<file path="config.mk">
export PLATFORM = sky130hd
export DESIGN_NAME = id_ex_stage
export DESIGN_NICKNAME = d
export VERILOG_FILES = /design/src/rtl/id_ex_stage.sv
export SDC_FILE = /design/constraint.sdc
export NUM_CORES = 1
export LEC_CHECK = 0
export CAP_MARGIN = 40
export CORE_MARGIN = 8
export CORE_UTILIZATION = 25
export CTS_CLUSTER_SIZE = 24
export DETAILED_ROUTE_END_ITERATION = 8
export PLACE_DENSITY_LB_ADDON = 0.15
export SETUP_SLACK_MARGIN = 0.05
export SLEW_MARGIN = 20
export SYNTH_ARGS = -nofsm -noshare
export SYNTH_HDL_FRONTEND = slang
export SYNTH_SLANG_ARGS = --single-unit
export TNS_END_PERCENT = 5
</file>
<file path="constraint.sdc">
create_clock -name clk -period 5.58 [get_ports clk]
set_input_delay 1.116 -clock clk [delete_from_list [all_inputs] [get_ports clk]]
set_output_delay 1.116 -clock clk [all_outputs]
set_load 0.01 [all_outputs]
</file>
<file path="src/rtl/id_ex_stage.sv">
// ID/EX pipeline register with M/W operand forwarding, branch-target adder and
// branch-taken select feeding the execute-stage ALU.
module id_ex_stage #(
  parameter int DATA_WIDTH    = 32,
  parameter int ADDR_WIDTH    = 5,
  parameter int CONTROL_WIDTH = 3
) (
  input  logic                     clk,
  input  logic                     rst,
  input  logic                     StallE,
  input  logic                     FlushE,
  input  logic [DATA_WIDTH-1:0]    RD1D,
  input  logic [DATA_WIDTH-1:0]    RD2D,
  input  logic [DATA_WIDTH-1:0]    ImmExtD,
  input  logic [DATA_WIDTH-1:0]    PCD,
  input  logic [ADDR_WIDTH-1:0]    Rs1D,
  input  logic [ADDR_WIDTH-1:0]    Rs2D,
  input  logic [ADDR_WIDTH-1:0]    RdD,
  input  logic [CONTROL_WIDTH-1:0] ALUctrlD,
  input  logic                     ALUsrcD,
  input  logic                     RegWriteD,
  input  logic                     MemWriteD,
  input  logic                     BranchD,
  input  logic                     JumpD,
  input  logic [1:0]               ResultSrcD,
  input  logic [DATA_WIDTH-1:0]    ALUResultM,
  input  logic [DATA_WIDTH-1:0]    ResultW,
  input  logic [ADDR_WIDTH-1:0]    RdM,
  input  logic [ADDR_WIDTH-1:0]    RdW,
  input  logic                     RegWriteM,
  input  logic                     RegWriteW,
  input  logic                     ZeroE,
  output logic [DATA_WIDTH-1:0]    ALUop1,
  output logic [DATA_WIDTH-1:0]    ALUop2,
  output logic [CONTROL_WIDTH-1:0] ALUctrlE,
  output logic [DATA_WIDTH-1:0]    WriteDataE,
  output logic [DATA_WIDTH-1:0]    PCTargetE,
  output logic                     PCSrcE,
  output logic [ADDR_WIDTH-1:0]    Rs1E,
  output logic [ADDR_WIDTH-1:0]    Rs2E,
  output logic [ADDR_WIDTH-1:0]    RdE,
  output logic                     RegWriteE,
  output logic                     MemWriteE,
  output logic [1:0]               ResultSrcE,
  output logic [DATA_WIDTH-1:0]    PCE
);

  typedef struct packed {
    logic [DATA_WIDTH-1:0]    rd1;
    logic [DATA_WIDTH-1:0]    rd2;
    logic [DATA_WIDTH-1:0]    immExt;
    logic [DATA_WIDTH-1:0]    pc;
    logic [ADDR_WIDTH-1:0]    rs1;
    logic [ADDR_WIDTH-1:0]    rs2;
    logic [ADDR_WIDTH-1:0]    rd;
    logic [CONTROL_WIDTH-1:0] aluCtrl;
    logic                     aluSrc;
    logic                     regWrite;
    logic                     memWrite;
    logic                     branch;
    logic                     jump;
    logic [1:0]               resultSrc;
  } exRegs_t;

  exRegs_t ex_d, ex_q;
  logic [DATA_WIDTH-1:0] srcAFwd, srcBFwd;

  // An all-zero bundle is a NOP bubble; flush beats stall.
  always_comb begin
    ex_d = ex_q;
    if (FlushE) begin
      ex_d = '0;
    end else if (!StallE) begin
      ex_d.rd1       = RD1D;
      ex_d.rd2       = RD2D;
      ex_d.immExt    = ImmExtD;
      ex_d.pc        = PCD;
      ex_d.rs1       = Rs1D;
      ex_d.rs2       = Rs2D;
      ex_d.rd        = RdD;
      ex_d.aluCtrl   = ALUctrlD;
      ex_d.aluSrc    = ALUsrcD;
      ex_d.regWrite  = RegWriteD;
      ex_d.memWrite  = MemWriteD;
      ex_d.branch    = BranchD;
      ex_d.jump      = JumpD;
      ex_d.resultSrc = ResultSrcD;
    end
  end

  always_ff @(posedge clk) begin
    if (rst) ex_q <= '0;
    else     ex_q <= ex_d;
  end

  // Younger producer (M) wins over W; x0 is hardwired and never forwarded.
  always_comb begin
    srcAFwd = ex_q.rd1;
    if (RegWriteM && (RdM != '0) && (RdM == ex_q.rs1))      srcAFwd = ALUResultM;
    else if (RegWriteW && (RdW != '0) && (RdW == ex_q.rs1)) srcAFwd = ResultW;
  end

  always_comb begin
    srcBFwd = ex_q.rd2;
    if (RegWriteM && (RdM != '0) && (RdM == ex_q.rs2))      srcBFwd = ALUResultM;
    else if (RegWriteW && (RdW != '0) && (RdW == ex_q.rs2)) srcBFwd = ResultW;
  end

  assign ALUop1     = srcAFwd;
  assign ALUop2     = ex_q.aluSrc ? ex_q.immExt : srcBFwd;
  assign WriteDataE = srcBFwd;
  assign ALUctrlE   = ex_q.aluCtrl;
  assign PCTargetE  = ex_q.pc + ex_q.immExt;
  assign PCSrcE     = ex_q.jump | (ex_q.branch & ZeroE);
  assign Rs1E       = ex_q.rs1;
  assign Rs2E       = ex_q.rs2;
  assign RdE        = ex_q.rd;
  assign RegWriteE  = ex_q.regWrite;
  assign MemWriteE  = ex_q.memWrite;
  assign ResultSrcE = ex_q.resultSrc;
  assign PCE        = ex_q.pc;

endmodule

</file>
==> impl_summary.log <==
INFO  metric dr_total_vias = 8506
INFO  metric final_cell_mix = 415 x sky130_fd_sc_hd__clkdlybuf4s50_1, 216 x sky130_fd_sc_hd__mux2i_1, 193 x sky130_fd_sc_hd__nor2_1
INFO  metric yosys.cell_types.count = 56
INFO  metric grt_setup_unrepaired = false
INFO  metric wl_per_cell = 20.84 µm
INFO  metric max-clock-path-buffers = 2
INFO  metric worst_slew_margin_rel = 0.4578
INFO  metric largest_net_degree_at_the_start_of_global_routing = 77
INFO  metric worstReg2RegEnd = ex_q[6]$_SDFFE_PP0N_
INFO  metric clkTransAtPathRegs = 0.07 ns
INFO  metric worstHoldPathCells = 2
INFO  metric worst_slew_pin_slew = 0.8072 ns
INFO  metric criticalPathCategory = primary input to output pin
INFO  metric layout_commonest_cell = sky130_fd_sc_hd__clkdlybuf4s50_1
INFO  metric worstPathArrival = approximately 4.2 ns
INFO  metric postSynth.asyncResetShare = 0
INFO  metric timing_max_transition_violations_final = 0
INFO  metric setup_tns = 0 ns
INFO  metric cts.repair_timing.setup_buffer_count = 0
INFO  metric layout.nets = 1643
INFO  metric leakagePower = 0.005706 µW
INFO  metric clkSinkCount = 153
INFO  metric antenna_left = 0
INFO  metric fmax = ~0.19 GHz
INFO  metric synth_seq_area_share = 0.3278
INFO  metric num_io_pins = 417
INFO  metric cts_h_tree_depth = 4
INFO  metric timing.final.hold_violations = 0
INFO  metric timing.final.crit_period = around 5.3 ns
INFO  metric routabilityCongestion = 0.8705
INFO  metric detailedPlace.worstSlack = 0.1918 ns
INFO  metric fin_crit_share = 0.9536
INFO  metric seq_area = 3064 µm²
INFO  metric p_per_area = approximately 210 nW/µm²
INFO  metric cts-buffers-inserted = 17
INFO  metric grt_use_total = 0.1725
INFO  metric worst_slack = 0.2590 ns
INFO  metric number_of_synthesized_flops_with_an_enable_pin = 0
INFO  metric detail_route.first_pass.iterations = 6
INFO  metric core_area = 37220 µm²
INFO  metric crit_path_required_time = between 4 and 5 ns
INFO  metric numPortBuffers = about 420
INFO  metric run_status = complete, no violations
INFO  metric number_of_antenna_violations_at_the_first_check_in_global_routing = 9
INFO  metric post-dp-hpwl = around 31 mm
INFO  metric r2r.worst_path.cells = 3
INFO  metric post_drt_via_cell_ratio = approximately 4.6
INFO  metric max-vdd-ir-drop = 0.0002079 V
INFO  metric finalCoreUtilization = 0.3829
INFO  metric synth_warn = 0
INFO  metric postSynthCellCount = 1042
INFO  metric first_global_vias = 8815
INFO  metric die_h = 209.3 µm
INFO  metric drtIter0Drc = between 300 and 400
INFO  metric yosys_register_bits = 153
INFO  metric syn_to_final_growth = 52.55%
INFO  metric first_pass_grt_wire_length = 57.41 mm
INFO  metric fin_skew = 0 ns
INFO  metric worstSkewPairLatency = 0.45 ns
INFO  metric detail_route.drc_violations = 0
INFO  metric ctsResizeCount = 0
INFO  metric overall_power_after_layout = 3020 µW
INFO  metric cap_viol_max_count = 0
INFO  metric timing.hold.worst_endpoint = ex_q[134]$_SDFFE_PP0N_
INFO  metric floorplan.initialDensity = 0.2510
INFO  metric critPathCaptureType = output pin
INFO  metric crit_path_max_fanout = 9
INFO  metric hp-class = flop to flop
INFO  metric setup_violations = 0
INFO  metric synth.cell_area = 9343 µm²
INFO  metric tritoncts_clock_tree = done
INFO  metric die_area = 43810 µm²
INFO  metric multiInputGateArea = 5609 µm²
INFO  metric wirelength = roughly 39 mm
INFO  metric reg2reg_from = ex_q[6]$_SDFFE_PP0N_
INFO  metric syn_nets = 1308
INFO  metric ff2ff_setup_slack = 4.42 ns
INFO  metric die_width = 209.3 µm
INFO  metric holdCritStartpoint = ex_q[134]$_SDFFE_PP0N_
INFO  metric drive_above_1_share = 0.07698
INFO  metric cts_root_buffer = sky130_fd_sc_hd__clkbuf_16
INFO  metric synth_area_per_cell = 8.966 µm²
INFO  metric grt_ovf = 0
INFO  metric critical_path.startpoint_type = primary input
INFO  metric fillerInstances = 3819
INFO  metric holdBufCountCts = 0
INFO  metric placementRows = 71
INFO  metric synth-main-ff-cell = sky130_fd_sc_hd__dfxtp_1
logic make-up (layout without fill, tap and decap cells):
family	after synthesis	after routing	synth area share
xor gates and xnor gates	51	51	0.04781
other	0	3	0
DFF	153	153	0.3278
AOI/OAI and AO/OA	162	162	0.1104
adders and majority gates	32	32	0.04366
muxes	249	249	0.2715
and+or+nand+nor	279	279	0.1249
buffers and inverters	116	464	0.07392
per-layer routing:
| layer | vias to the layer above | global-route usage | part of all wire |
|---|---|---|---|
| met1 | 3961 | 0.2052 | 0.43 |
| met2 | 238 | 0.2962 | 0.49 |
| met4 | 8 | 0.03937 | 0.0097 |
| met5 | - | 0 | 0.0011 |
| li1 | 4269 | - | - |
| met3 | 30 | 0.05892 | 0.068 |
cells in the mapped netlist (2+ instances only):
library cell | number | area share
sky130_fd_sc_hd__xnor2_1 | 25 | 0.023
sky130_fd_sc_hd__nand4_1 | 3 | 0.0020
sky130_fd_sc_hd__nand2_1 | 50 | 0.020
sky130_fd_sc_hd__buf_6 | 3 | 0.0036
sky130_fd_sc_hd__and4_1 | 2 | 0.0019
sky130_fd_sc_hd__ha_1 | 31 | 0.042
sky130_fd_sc_hd__a211o_1 | 2 | 0.0019
sky130_fd_sc_hd__a21o_1 | 11 | 0.0088
sky130_fd_sc_hd__nand3_1 | 8 | 0.0043
sky130_fd_sc_hd__a221o_1 | 2 | 0.0021
sky130_fd_sc_hd__o21a_1 | 3 | 0.0024
sky130_fd_sc_hd__or2_2 | 2 | 0.0013
sky130_fd_sc_hd__buf_4 | 61 | 0.049
sky130_fd_sc_hd__o21ai_1 | 2 | 0.0011
sky130_fd_sc_hd__buf_2 | 2 | 0.0011
sky130_fd_sc_hd__a31o_2 | 2 | 0.0019
sky130_fd_sc_hd__mux2_2 | 32 | 0.039
sky130_fd_sc_hd__nor4_1 | 2 | 0.0013
sky130_fd_sc_hd__nor4_2 | 2 | 0.0027
sky130_fd_sc_hd__and3_1 | 5 | 0.0033
sky130_fd_sc_hd__buf_1 | 11 | 0.0044
sky130_fd_sc_hd__and2_1 | 2 | 0.0013
sky130_fd_sc_hd__mux2i_1 | 216 | 0.23
sky130_fd_sc_hd__xor2_1 | 26 | 0.024
sky130_fd_sc_hd__nor2_1 | 193 | 0.078
sky130_fd_sc_hd__o21bai_1 | 3 | 0.0024
sky130_fd_sc_hd__a21oi_1 | 43 | 0.023
sky130_fd_sc_hd__dfxtp_1 | 153 | 0.33
sky130_fd_sc_hd__nor3_1 | 2 | 0.0011
sky130_fd_sc_hd__nand2b_1 | 3 | 0.0020
sky130_fd_sc_hd__a211oi_1 | 6 | 0.0048
sky130_fd_sc_hd__a41oi_1 | 2 | 0.0019
sky130_fd_sc_hd__a21oi_2 | 11 | 0.010
sky130_fd_sc_hd__o211a_1 | 2 | 0.0021
sky130_fd_sc_hd__a31oi_1 | 5 | 0.0033
sky130_fd_sc_hd__o211ai_1 | 4 | 0.0032
sky130_fd_sc_hd__o31ai_1 | 3 | 0.0024
sky130_fd_sc_hd__o21ai_0 | 53 | 0.028
sky130_fd_sc_hd__clkbuf_1 | 37 | 0.015
worst max-delay path by stage:
stage / start / end / slack [ns] / depth (start not counted)
6_report: RdW[0] / ALUop2[21] / 0.26 / 9
5_1_grt: RdW[0] / ALUop2[14] / 0.07 / 9
4_1_cts: RdW[0] / ALUop2[14] / 0.19 / 9
3_5_place_dp: RdW[0] / ALUop2[14] / 0.19 / 9
3_3_place_gp: RdW[0] / ALUop2[14] / 0.24 / 9
2_1_floorplan: RdM[1] / ALUop2[10] / 1.74 / 8
power by group:
group | leakage [µW] | switching [µW] | internal [µW]
Combinational | 0.00416 | 254 | 367
Clock | 0.000296 | 557 | 678
Sequential | 0.00125 | 36.3 | 1130
worst max-delay path, cell delays in order:
cell and delay (ns):
sky130_fd_sc_hd__clkdlybuf4s50_1 0.56, sky130_fd_sc_hd__xnor2_1 0.15, sky130_fd_sc_hd__nand3_1 0.14, sky130_fd_sc_hd__nor4_4 0.70, sky130_fd_sc_hd__buf_4 0.36, sky130_fd_sc_hd__mux2i_1 0.10, sky130_fd_sc_hd__a21oi_1 0.31, sky130_fd_sc_hd__mux2_2 0.22
sky130_fd_sc_hd__clkdlybuf4s50_1 0.54
metrics by stage:
stage | hold WS [ns] | cells | area (µm²)
3_3_place_gp | 0.4727 | 1829 | 13580
5_1_grt | 0.5281 | 1866 | 14250
3_5_place_dp | 0.4837 | 1831 | 13630
4_1_cts | 0.5008 | 1863 | 14230
6_report | 0.4925 | 1867 | 14250
2_1_floorplan | 0.4627 | 1042 | 9343
layout make-up:
class | instances | area share
diodes | 3 | 0.0005267
clock inverters | 15 | 0.01282
inverters | 1 | 0.0002634
clock buffers | 17 | 0.02985
well taps | 474 | 0.04161
multi-input cells | 773 | 0.3936
repair buffers | 431 | 0.3064
flip-flops and latches | 153 | 0.2150
sequential cells by signal (all words and copies together), names as in the netlist:
name / flops
Rs2E: 5
ResultSrcE: 2
ex_q: 99
RdE: 5
ALUctrlE: 3
MemWriteE: 1
Rs1E: 5
RegWriteE: 1
PCE: 32
Note: power is estimated with default switching activity, not from simulation.
